<file path="src/rtl/trap_ctrl.sv">
// MEM-stage trap arbiter: picks the highest-priority exception/interrupt, emits a
// one-cycle trap request plus flush/redirect to the CSR file, then holds one cycle.
module trap_ctrl #(
  parameter int unsigned SYNC_STAGES = 2,
  parameter bit          VECTORED_EN = 1'b1
) (
  input  logic        clk,
  input  logic        rst,
  input  logic        mem_valid_i,
  input  logic [31:0] mem_inst_addr_i,
  input  logic        mem_ecall_i,
  input  logic        mem_illegal_i,
  input  logic        mem_mret_i,
  input  logic        stall_i,
  input  logic        ext_irq_i,
  input  logic        timer_irq_i,
  input  logic [31:0] mstatus_i,
  input  logic [31:0] mie_i,
  input  logic [31:0] mtvec_i,
  input  logic [31:0] mepc_i,
  output logic [31:0] excepttype_o,
  output logic [31:0] current_inst_addr_o,
  output logic        flush_o,
  output logic [31:0] new_pc_o,
  output logic        busy_o
);

  localparam logic [31:0] CODE_ILLEGAL = 32'h0000_0002;
  localparam logic [31:0] CODE_ECALL   = 32'h0000_000B;
  localparam logic [31:0] CODE_MRET    = 32'h0000_000A;
  localparam logic [31:0] CODE_EXT     = 32'h8000_000B;
  localparam logic [31:0] CODE_TIMER   = 32'h8000_0007;

  typedef enum logic [1:0] {IDLE = 2'd0, TRAP = 2'd1, HOLD = 2'd2} state_t;

  state_t                 state_q;
  logic [SYNC_STAGES-1:0] sync_q;
  logic [31:0]            excepttype_q;
  logic [31:0]            inst_addr_q;
  logic                   flush_q;
  logic [31:0]            new_pc_q;
  logic                   busy_q;

  logic        ext_p;
  logic        timer_p;
  logic [31:0] cause_d;
  logic [31:0] new_pc_d;
  logic        take_d;
  logic        unused_csr_bits;

  // Redirect target: mepc for mret, vectored base+4*cause for interrupts in mode 01.
  function automatic logic [31:0] trap_target(input logic [31:0] cause,
                                              input logic [31:0] mtvec,
                                              input logic [31:0] mepc);
    logic [31:0] base;
    base = {mtvec[31:2], 2'b00};
    if (cause == CODE_MRET) return mepc;
    if (cause[31] && VECTORED_EN && (mtvec[1:0] == 2'b01))
      return base + {26'd0, cause[3:0], 2'b00};
    return base;
  endfunction

  assign ext_p   = sync_q[SYNC_STAGES-1];
  assign timer_p = timer_irq_i;

  assign unused_csr_bits = ^{mstatus_i[31:4], mstatus_i[2:0],
                             mie_i[31:12], mie_i[10:8], mie_i[6:0]};

  always_comb begin
    cause_d = 32'd0;
    if (mem_illegal_i)                           cause_d = CODE_ILLEGAL;
    else if (mem_ecall_i)                        cause_d = CODE_ECALL;
    else if (mem_mret_i)                         cause_d = CODE_MRET;
    else if (ext_p && mie_i[11] && mstatus_i[3]) cause_d = CODE_EXT;
    else if (timer_p && mie_i[7] && mstatus_i[3]) cause_d = CODE_TIMER;
  end

  assign new_pc_d = trap_target(cause_d, mtvec_i, mepc_i);
  assign take_d   = (state_q == IDLE) && mem_valid_i && !stall_i && (cause_d != 32'd0);

  always_ff @(posedge clk) begin
    if (rst) sync_q <= '0;
    else     sync_q <= {sync_q[SYNC_STAGES-2:0], ext_irq_i};
  end

  // Outputs are registered: only the TRAP cycle carries a request, HOLD keeps busy.
  always_ff @(posedge clk) begin
    if (rst) begin
      state_q      <= IDLE;
      excepttype_q <= 32'd0;
      inst_addr_q  <= 32'd0;
      flush_q      <= 1'b0;
      new_pc_q     <= 32'd0;
      busy_q       <= 1'b0;
    end else begin
      excepttype_q <= 32'd0;
      inst_addr_q  <= 32'd0;
      flush_q      <= 1'b0;
      new_pc_q     <= 32'd0;
      busy_q       <= 1'b0;
      case (state_q)
        IDLE: begin
          if (take_d) begin
            state_q      <= TRAP;
            excepttype_q <= cause_d;
            inst_addr_q  <= mem_inst_addr_i;
            flush_q      <= 1'b1;
            new_pc_q     <= new_pc_d;
            busy_q       <= 1'b1;
          end
        end
        TRAP: begin
          state_q <= HOLD;
          busy_q  <= 1'b1;
        end
        HOLD:    state_q <= IDLE;
        default: state_q <= IDLE;
      endcase
    end
  end

  assign excepttype_o        = excepttype_q;
  assign current_inst_addr_o = inst_addr_q;
  assign flush_o             = flush_q;
  assign new_pc_o            = new_pc_q;
  assign busy_o              = busy_q;

endmodule

</file>
<file path="config.mk">
export PLATFORM = sky130hd
export DESIGN_NAME = trap_ctrl
export DESIGN_NICKNAME = d
export VERILOG_FILES = /design/src/rtl/trap_ctrl.sv
export SDC_FILE = /design/constraint.sdc
export NUM_CORES = 1
export LEC_CHECK = 0
export BUFFER_PORTS_ARGS = -buffer_cell sky130_fd_sc_hd__buf_2
export CORE_AREA = 2 2 103 105
export DETAILED_ROUTE_END_ITERATION = 8
export DIE_AREA = 0 0 105 107
export GPL_TIMING_DRIVEN = 0
export PLACE_DENSITY = 0.68
export SKIP_CTS_REPAIR_TIMING = 1
export SLEW_MARGIN = 5
export SYNTH_ARGS = -nofsm -noshare
export SYNTH_HDL_FRONTEND = slang
export SYNTH_SLANG_ARGS = --single-unit
export TNS_END_PERCENT = 50
</file>
<file path="constraint.sdc">
create_clock -name clk -period 3.15 [get_ports clk]
set_input_delay 0.63 -clock clk [delete_from_list [all_inputs] [get_ports clk]]
set_output_delay 0.63 -clock clk [all_outputs]
set_load 0.03 [all_outputs]
</file>
* After elaboration in Yosys (flattened, before gate mapping)
Cells that the tools add are included.
** Storage, ports and cells
- Register bits after elaboration :: 102
- Latch bits :: 0
- Memory bits (writable) :: 0
- ROM bits :: 0
- Output and inout port bits :: 98
- Logic and storage cells :: 43
- Memories :: 0
** Cells by class
- Add/sub/neg operators :: 1
- Multiply operators :: 0
- Divide/modulo/power cells :: 0
- Order comparisons :: 0
- Eq/ne operators :: 4
- Shifts and indexed selects :: 0
- Mux-type cells :: 16
- Bitwise gates (word level) :: 2
- Reductions and logical operators :: 13
** Operators with widths (number)
- $mux 32 :: 9
- $add 32x6->32 :: 1
- $eq 32x4->1 const B :: 1
- $reduce_bool 32->1 :: 1
- $logic_and 1x1->1 :: 8
- $eq 2x1->1 const B :: 2
- $mux 1 :: 4
- $pmux 2 s2 :: 1
- $reduce_or 3->1 :: 1
- $logic_not 2->1 :: 1
- $mux 2 :: 1
- $ne 2x2->1 const B :: 1
- $not 1->1 :: 2
- $pmux 1 s2 :: 1
- $reduce_or 2->1 :: 1
- $logic_not 1->1 :: 1

* Longest topological paths before layout
Gate-level depths: netlist of the first run.
- Depth in word-level cells :: 12
- Depth in mapped cells :: 12
- Gate-level depth less buffers :: 12

* Worst setup path after synthesis of the first run
No wires, ideal clock.
- Path type :: input -> register
- From :: input port mie_i[11]
- To :: register new_pc_q[18], in the netlist new_pc_o[18]
- Arrival :: 2.580 ns
- Required time :: 3.017 ns
- Slack :: 0.438 ns
- Stages on the path :: 12
- Buffers on the path :: 0
- Cell sequence :: a22o_1 > a31oi_1 > nor2_1 > ha_1 > inv_1 > fa_1 > nand2b_1 > a21oi_2 > nand3_1 > nor4_1 > xnor2_1 > a21oi_1
** RTL lines
- from (decl) :: line 18 : input logic [31:0] mie_i,
- $logic_and 1x1->1 * (2 in series) :: line 74 : else if (ext_p && mie_i[11] && mstatus_i[3]) cause_d = CODE_EXT;
- $mux 32 * :: line 74
- $mux 32 * :: line 73 : else if (mem_mret_i) cause_d = CODE_MRET;
- $mux 32 * :: line 72 : else if (mem_ecall_i) cause_d = CODE_ECALL;
- $mux 32 * :: line 71 : if (mem_illegal_i) cause_d = CODE_ILLEGAL;
- via cause_d[0] :: line 46 : logic [31:0] cause_d;
- $add 32x6->32 or $reduce_bool 32->1 (tied branches) :: line 59, 79
- $mux 32 or $logic_and 1x1->1 (tied branches) :: line 58, 79
- $mux 32 or $not 1->1 (tied branches)
- $mux 32 or $reduce_or 3->1 (tied branches)
- to (signal assigned) :: line 108 : new_pc_q <= new_pc_d;
- to (decl) :: line 41 : logic [31:0] new_pc_q;
The timed path passes the listed nets; every way through them passes the cells marked *. The select of a mux whose other input is x is not followed.
A chain may end at the register's enable or synchronous reset.

* Worst setup path after layout of the first run
Same ends and word-level chain as after synthesis.

==> results.sh, run 1 <==
export IMPL_outcome="complete, no violations"
export IMPL_drc=0
export IMPL_first_iter_violations=103
export IMPL_max_freq_mhz=353
export IMPL_final_setup_tns_ns=0
export IMPL_routabilityCongestion=0.837
export IMPL_yosys_top_cells_area="dfxtp_1, and2_1, buf_4, a21oi_1, xnor2_1"
export IMPL_numCtsBuffers=9
export IMPL_min_path_type="input port to register"
export IMPL_cp_start_kind="input port"
export IMPL_cts_buffer_depth=2
export IMPL_timing_final_crit_share_pct=89.9
export IMPL_clk_pin_slew_worst_paths_ns=0.09
export IMPL_die_h_um=107
export IMPL_r2r_setup_slack_ns=0.33
export IMPL_netlist_area_um2=3230
export IMPL_report_final_slew_viol_count=0
export IMPL_portBuffers=178
export IMPL_dpl_cell_area_um2=4390
export IMPL_rsz0062_at_grt="no"
export IMPL_critPathBufInv=2
export IMPL_grt_overflow_total=0
export IMPL_required_ns=3.37
export IMPL_mostFrequentLayoutCell="buf_2"
export IMPL_final_layout_size_suffix_gt1_share_pct=41.6
export IMPL_area_growth_pct=42.2
export IMPL_final_cell_count_no_fill=710
export IMPL_cts_sinks=75
export IMPL_final_setup_viol_count=0
export IMPL_coreArea_um2=10100
export IMPL_die_x_um=105
export IMPL_skew_ns=0.00946
export IMPL_critical_path_arrival_ns=3.05
export IMPL_io_pins=267
export IMPL_htreeDepth=3
export IMPL_place_inst=694
export IMPL_place_ws_ns=-0.0212
export IMPL_grt_pass1_wl_um=14600
export IMPL_drt_wl_total_um=9360
export IMPL_leakagePower_nw=2.29
export IMPL_path_delay_family="simple AND/OR/NAND/NOR gates"
export IMPL_cap_violations=0
export IMPL_fin_ws_ns=0.318
export IMPL_ff_latch_area_um2=1500
export IMPL_ant_nets=0
export IMPL_clock_latency_ns=0.35
export IMPL_nNetsFinal=743
export IMPL_track_usage_pct=16.8
export IMPL_postLayoutCellArea_um2=4600
export IMPL_antenna_found_initial=0
export IMPL_mostFrequentLayoutCells="buf_2, dfxtp_1, and2_1"
export IMPL_yosys_warnings=0
export IMPL_start_util_pct=32.0
export IMPL_total_power_mw=2.10
export IMPL_critPathCaptureType="register"
export IMPL_ys_ff_latch=75
export IMPL_yosysSeqAreaShare_pct=46.4
export IMPL_cts_root_buffer="clkbuf_8"
export IMPL_viasPerCell=4.37
export IMPL_dp_hpwl_um=7580
export IMPL_critPathSlowestCell="fa_1"
export IMPL_grt_pass1_vias=3074
export IMPL_n_fill_cell=998
export IMPL_path_cells="buf_2, a22o_1, a31oi_1, nor2_1, ha_1, inv_1, fa_1, nand2b_1, a21oi_2, nand3_1, nor4_1, xnor2_1, a21oi_1"
export IMPL_multi_input_area_um2=1540
export IMPL_grt_max_degree=16
export IMPL_wire_per_inst_um=13.2
export IMPL_antenna_cells=0
export IMPL_cpPeakStageDelay_ns=0.39
export IMPL_via_count=3105
export IMPL_die_area_um2=11200
export IMPL_crit_fanout=6
export IMPL_vdd_ir_drop_max_mv=0.149
export IMPL_worstSetupPathType="input port to register"
export IMPL_syn_instance_count=354
export IMPL_final_hold_viol_count=0
export IMPL_synth_top_area_share_pct=46.4
export IMPL_drtPass1Iterations=5
export IMPL_pwr_density_cell_nw_per_um2=456
export IMPL_rows=37
export IMPL_period_needed_ns=2.83
export IMPL_syn_avg_cell_area_um2=9.14
export IMPL_synthDistinctLibCells=42
export IMPL_cts_tree="done"
export IMPL_yosysTopAreaCell="dfxtp_1"
layer usage:
metal  global-route usage, %  up-vias  routed length (um)
met3                    6.38        2                 860
met4                    4.86        0                  33
met1                    18.4     1393                3870
met2                    30.1      156                4600
li1                        -     1554                   -
met5                       0        -                   0
worst register-to-register path, cell delays in order, from the launching register on:
cell and delay, ns:
dfxtp_1 0.34, a22o_1 0.17, a31oi_1 0.11, nor2_1 0.11, ha_1 0.18, inv_1 0.05, fa_1 0.39, nand2b_1 0.17
a21oi_2 0.34, nand3_1 0.16, nor4_1 0.39, xnor2_1 0.18, a21oi_1 0.09
state kept, by name, indices dropped and copies added (netlist names):
register,flops
sync_q,2
busy_o,1
state_q,2
excepttype_o,5
flush_o,1
current_inst_addr_o,32
new_pc_o,32
path summary, 6_finish.rpt:
path	start	endpoint	cells past startpoint
max	mie_i[11]	new_pc_o[18]	13
min	rst	sync_q[0]	2
max reg2reg	sync_q[1]	new_pc_o[18]	12
min reg2reg	sync_q[0]	sync_q[1]	1
cell families after synthesis:
logic type	Yosys count	share of synthesized area (%)
and+or+nand+nor	130	23.5
DFF	75	46.4
AOI/OAI and AO/OA	64	10.8
buffers and inverters	50	9.05
xor gates and xnor gates	28	7.58
adders and majority gates	5	2.17
other	1	0.116
muxes	1	0.309
report_power, final:
group	switching, mW	total, mW	internal [mW]	leakage [nW]
combinational	0.207	0.336	0.128	1.58
clock	0.400	0.780	0.380	0.0988
sequential	0.00581	0.979	0.973	0.609
total	0.614	2.10	1.48	2.29
Yosys cell counts, drive strengths merged:
| library cell | instances |
|---|---|
| xor2 | 12 |
| and3 | 4 |
| inv | 11 |
| nor2 | 23 |
| a31oi | 1 |
| nor4 | 2 |
| o21bai | 1 |
| a21oi | 30 |
| a211oi | 2 |
| conb | 1 |
| nor3 | 9 |
| nand4 | 11 |
| clkbuf | 11 |
| dfxtp | 75 |
| fa | 1 |
| xnor2 | 16 |
| o21ai | 27 |
| o211ai | 1 |
| nand2 | 19 |
| buf | 28 |
| o22ai | 1 |
| nor2b | 3 |
| mux2i | 1 |
| nor3b | 1 |
| ha | 4 |
| and2 | 37 |
| or2 | 1 |
| or3 | 1 |
| nand2b | 2 |
| a22o | 1 |
| nand3 | 16 |
| and4 | 1 |
metrics by stage:
stage | hold WS (ns) | util (%)
3_3_place_gp | 0.444 | 43.5
5_1_grt | 0.426 | 45.6
6_report | 0.453 | 45.6
3_5_place_dp | 0.445 | 43.5
4_1_cts | 0.435 | 45.6
2_1_floorplan | 0.414 | -
cell type report:
class | instances | share of cell area, %
multi-input cells | 255 | 33.4
flip-flops and latches | 75 | 32.6
repair buffers | 178 | 19.4
plain buffers | 39 | 5.47
well taps | 136 | 3.70
clock buffers | 9 | 2.69
clock inverters | 7 | 1.80
inverters | 11 | 0.898
Note: power is estimated with default switching activity, not from simulation.
==> run 2: changes to the inputs <==
--- a/config.mk
+++ b/config.mk
@@ -9,6 +9,7 @@
 export CORE_AREA = 2 2 103 105
 export DETAILED_ROUTE_END_ITERATION = 8
 export DIE_AREA = 0 0 105 107
+export GPL_ROUTABILITY_DRIVEN = 0
 export GPL_TIMING_DRIVEN = 0
 export PLACE_DENSITY = 0.68
 export SKIP_CTS_REPAIR_TIMING = 1
==> constraint.sdc (replaced) <==
create_clock -name clk -period 3.1 [get_ports clk]
set_input_delay 0.62 -clock clk [delete_from_list [all_inputs] [get_ports clk]]
set_output_delay 0.62 -clock clk [all_outputs]
set_load 0.03 [all_outputs]
==> results.sh, run 2 (same netlist as run 1, synthesis figures left out) <==
export IMPL_report_final_slew_viol_count=0
export IMPL_track_usage_pct=16.6
export IMPL_cap_violations=0
export IMPL_place_inst=694
export IMPL_via_count=3121
export IMPL_viasPerCell=4.40
export IMPL_final_hold_viol_count=0
export IMPL_total_power_mw=2.13
export IMPL_portBuffers=178
export IMPL_drtPass1Iterations=4
export IMPL_switching_share_pct=28.5
export IMPL_path_cells="buf_2, a22o_1, a31oi_1, nor2_1, ha_1, inv_1, fa_1, nand2b_1, a21oi_2, nand3_1, nor4_1, xnor2_1, a21oi_1"
export IMPL_nNetsFinal=743
export IMPL_grt_pass1_vias=3121
export IMPL_ant_nets=0
export IMPL_rows=37
export IMPL_final_util_pct=45.6
export IMPL_wire_per_inst_um=13.2
export IMPL_maxSlewHeadroom_pct=65.9
export IMPL_p_int_mw=1.52
export IMPL_timing_final_crit_share_pct=87.9
export IMPL_grt_overflow_total=0
export IMPL_final_layout_size_suffix_gt1_share_pct=41.6
export IMPL_combPwrFrac_pct=16.0
export IMPL_area_growth_pct=42.3
export IMPL_die_h_um=107
export IMPL_antenna_cells=0
export IMPL_path_delay_family="simple AND/OR/NAND/NOR gates"
export IMPL_die_area_um2=11200
export IMPL_grt_max_degree=15
export IMPL_critical_path_arrival_ns=2.95
export IMPL_postLayoutCellArea_um2=4600
export IMPL_period_needed_ns=2.72
export IMPL_antenna_found_initial=0
export IMPL_final_cell_count_no_fill=710
export IMPL_dp_hpwl_um=7650
export IMPL_use_met3_pct=6.57
export IMPL_outcome="complete, no violations"
export IMPL_skew_ns=0.00704
export IMPL_min_to="sync_q[0]"
export IMPL_numCtsBuffers=9
export IMPL_mostFrequentLayoutCell="buf_2"
export IMPL_vdd_ir_drop_max_mv=0.163
export IMPL_dpl_cell_area_um2=4390
export IMPL_crit_fanout=6
export IMPL_cts_root_buffer="clkbuf_8"
export IMPL_grt_pass1_wl_um=14600
export IMPL_rsz0062_at_grt="no"
export IMPL_max_freq_mhz=367
export IMPL_die_x_um=105
export IMPL_cp_start_kind="input port"
export IMPL_final_setup_viol_count=0
export IMPL_required_ns=3.33
export IMPL_critPathBufInv=2
export IMPL_hold_depth=2
export IMPL_n_fill_cell=1037
export IMPL_clock_latency_ns=0.35
export IMPL_first_iter_violations=119
export IMPL_mostFrequentLayoutCells="buf_2, dfxtp_1, and2_1"
export IMPL_p_sw_uw=605
export IMPL_cpPeakStageDelay_ns=0.39
export IMPL_worstMarginPinSlew_ns=0.509
export IMPL_coreArea_um2=10100
export IMPL_grt_met1_usage_pct=18.4
export IMPL_io_pins=267
export IMPL_start_util_pct=32.0
export IMPL_worstSetupPathType="input port to register"
export IMPL_hold_start="rst"
export IMPL_leakagePower_nw=2.29
export IMPL_r2r_setup_slack_ns=0.38
export IMPL_pwr_share_seq_pct=46.8
export IMPL_drc=0
export IMPL_r2r_end="new_pc_o[18]"
export IMPL_grt_busiest_layer="met2"
export IMPL_r2r_start="sync_q[1]"
export IMPL_grt_met2_usage_pct=28.7
export IMPL_r2r_cells=12
export IMPL_p_clk_share_pct=37.2
export IMPL_drt_wl_total_um=9350
export IMPL_clk_pin_slew_worst_paths_ns=0.08
export IMPL_critPathCaptureType="register"
export IMPL_htreeDepth=3
export IMPL_cts_buffer_depth=2
export IMPL_cts_tree="done"
export IMPL_cts_sinks=75
export IMPL_min_path_type="input port to register"
export IMPL_pwr_density_cell_nw_per_um2=462
export IMPL_critPathSlowestCell="fa_1"
[run 2: cell count changes in the layout (fill, tap and decap cells not counted)]
cell / before / now
clkbuf_8: 9 / 10
inv_8: 1 / 0
clkinvlp_4: 2 / 1
inv_6: 3 / 1
clkinv_4: 0 / 3
[run 2: how the worst max path moves through the flow]
| stage | start | end | slack (ns) | cells past startpoint |
|---|---|---|---|---|
| floorplan | mie_i[11] | new_pc_o[18] | 0.40 | 12 |
| global placement | mie_i[11] | new_pc_o[18] | -0.04 | 13 |
| detailed placement | mie_i[11] | new_pc_o[18] | -0.01 | 13 |
| CTS | sync_q[1] | new_pc_o[18] | 0.35 | 12 |
| global route | sync_q[1] | new_pc_o[18] | 0.12 | 12 |
| finish | mie_i[11] | new_pc_o[18] | 0.38 | 13 |
[run 2: power by group through the flow]
stage / sequential, mW / clock [mW] / combinational (mW)
final: 0.995 / 0.790 / 0.340
after global routing: 0.998 / 0.853 / 0.369
after CTS: 0.995 / 0.812 / 0.341
after detailed placement: 1.02 / 0 / 0.340
after global placement: 1.02 / 0 / 0.336
after floorplan: 1.07 / 0 / 0.155
[run 2: metrics by stage]
step | setup TNS [ns] | setup slack [ns] | hold slack, ns
6_report | 0 | 0.375 | 0.452
5_1_grt | 0 | 0.118 | 0.433
4_1_cts | 0 | 0.345 | 0.437
3_5_place_dp | -0.0142 | -0.0142 | 0.443
3_3_place_gp | -0.0351 | -0.0351 | 0.444
2_1_floorplan | 0 | 0.398 | 0.414
[run 2: layout make-up]
cell class              instances  area [um2]  share of cell area [%]
clock inverters                 6        72.6                    1.58
multi-input cells             255        1540                    33.4
repair buffers                178         891                    19.4
inverters                      11        41.3                   0.897
flip-flops and latches         75        1500                    32.6
plain buffers                  39         251                    5.46
clock buffers                  10         138                    2.99
well taps                     136         170                    3.70
[run 2: metal layers]
layer / vias up / wire length [um]
met4: 0 / 172
met1: 1382 / 3760
met3: 21 / 944
met2: 161 / 4480
li1: 1557 / -
met5: - / 0
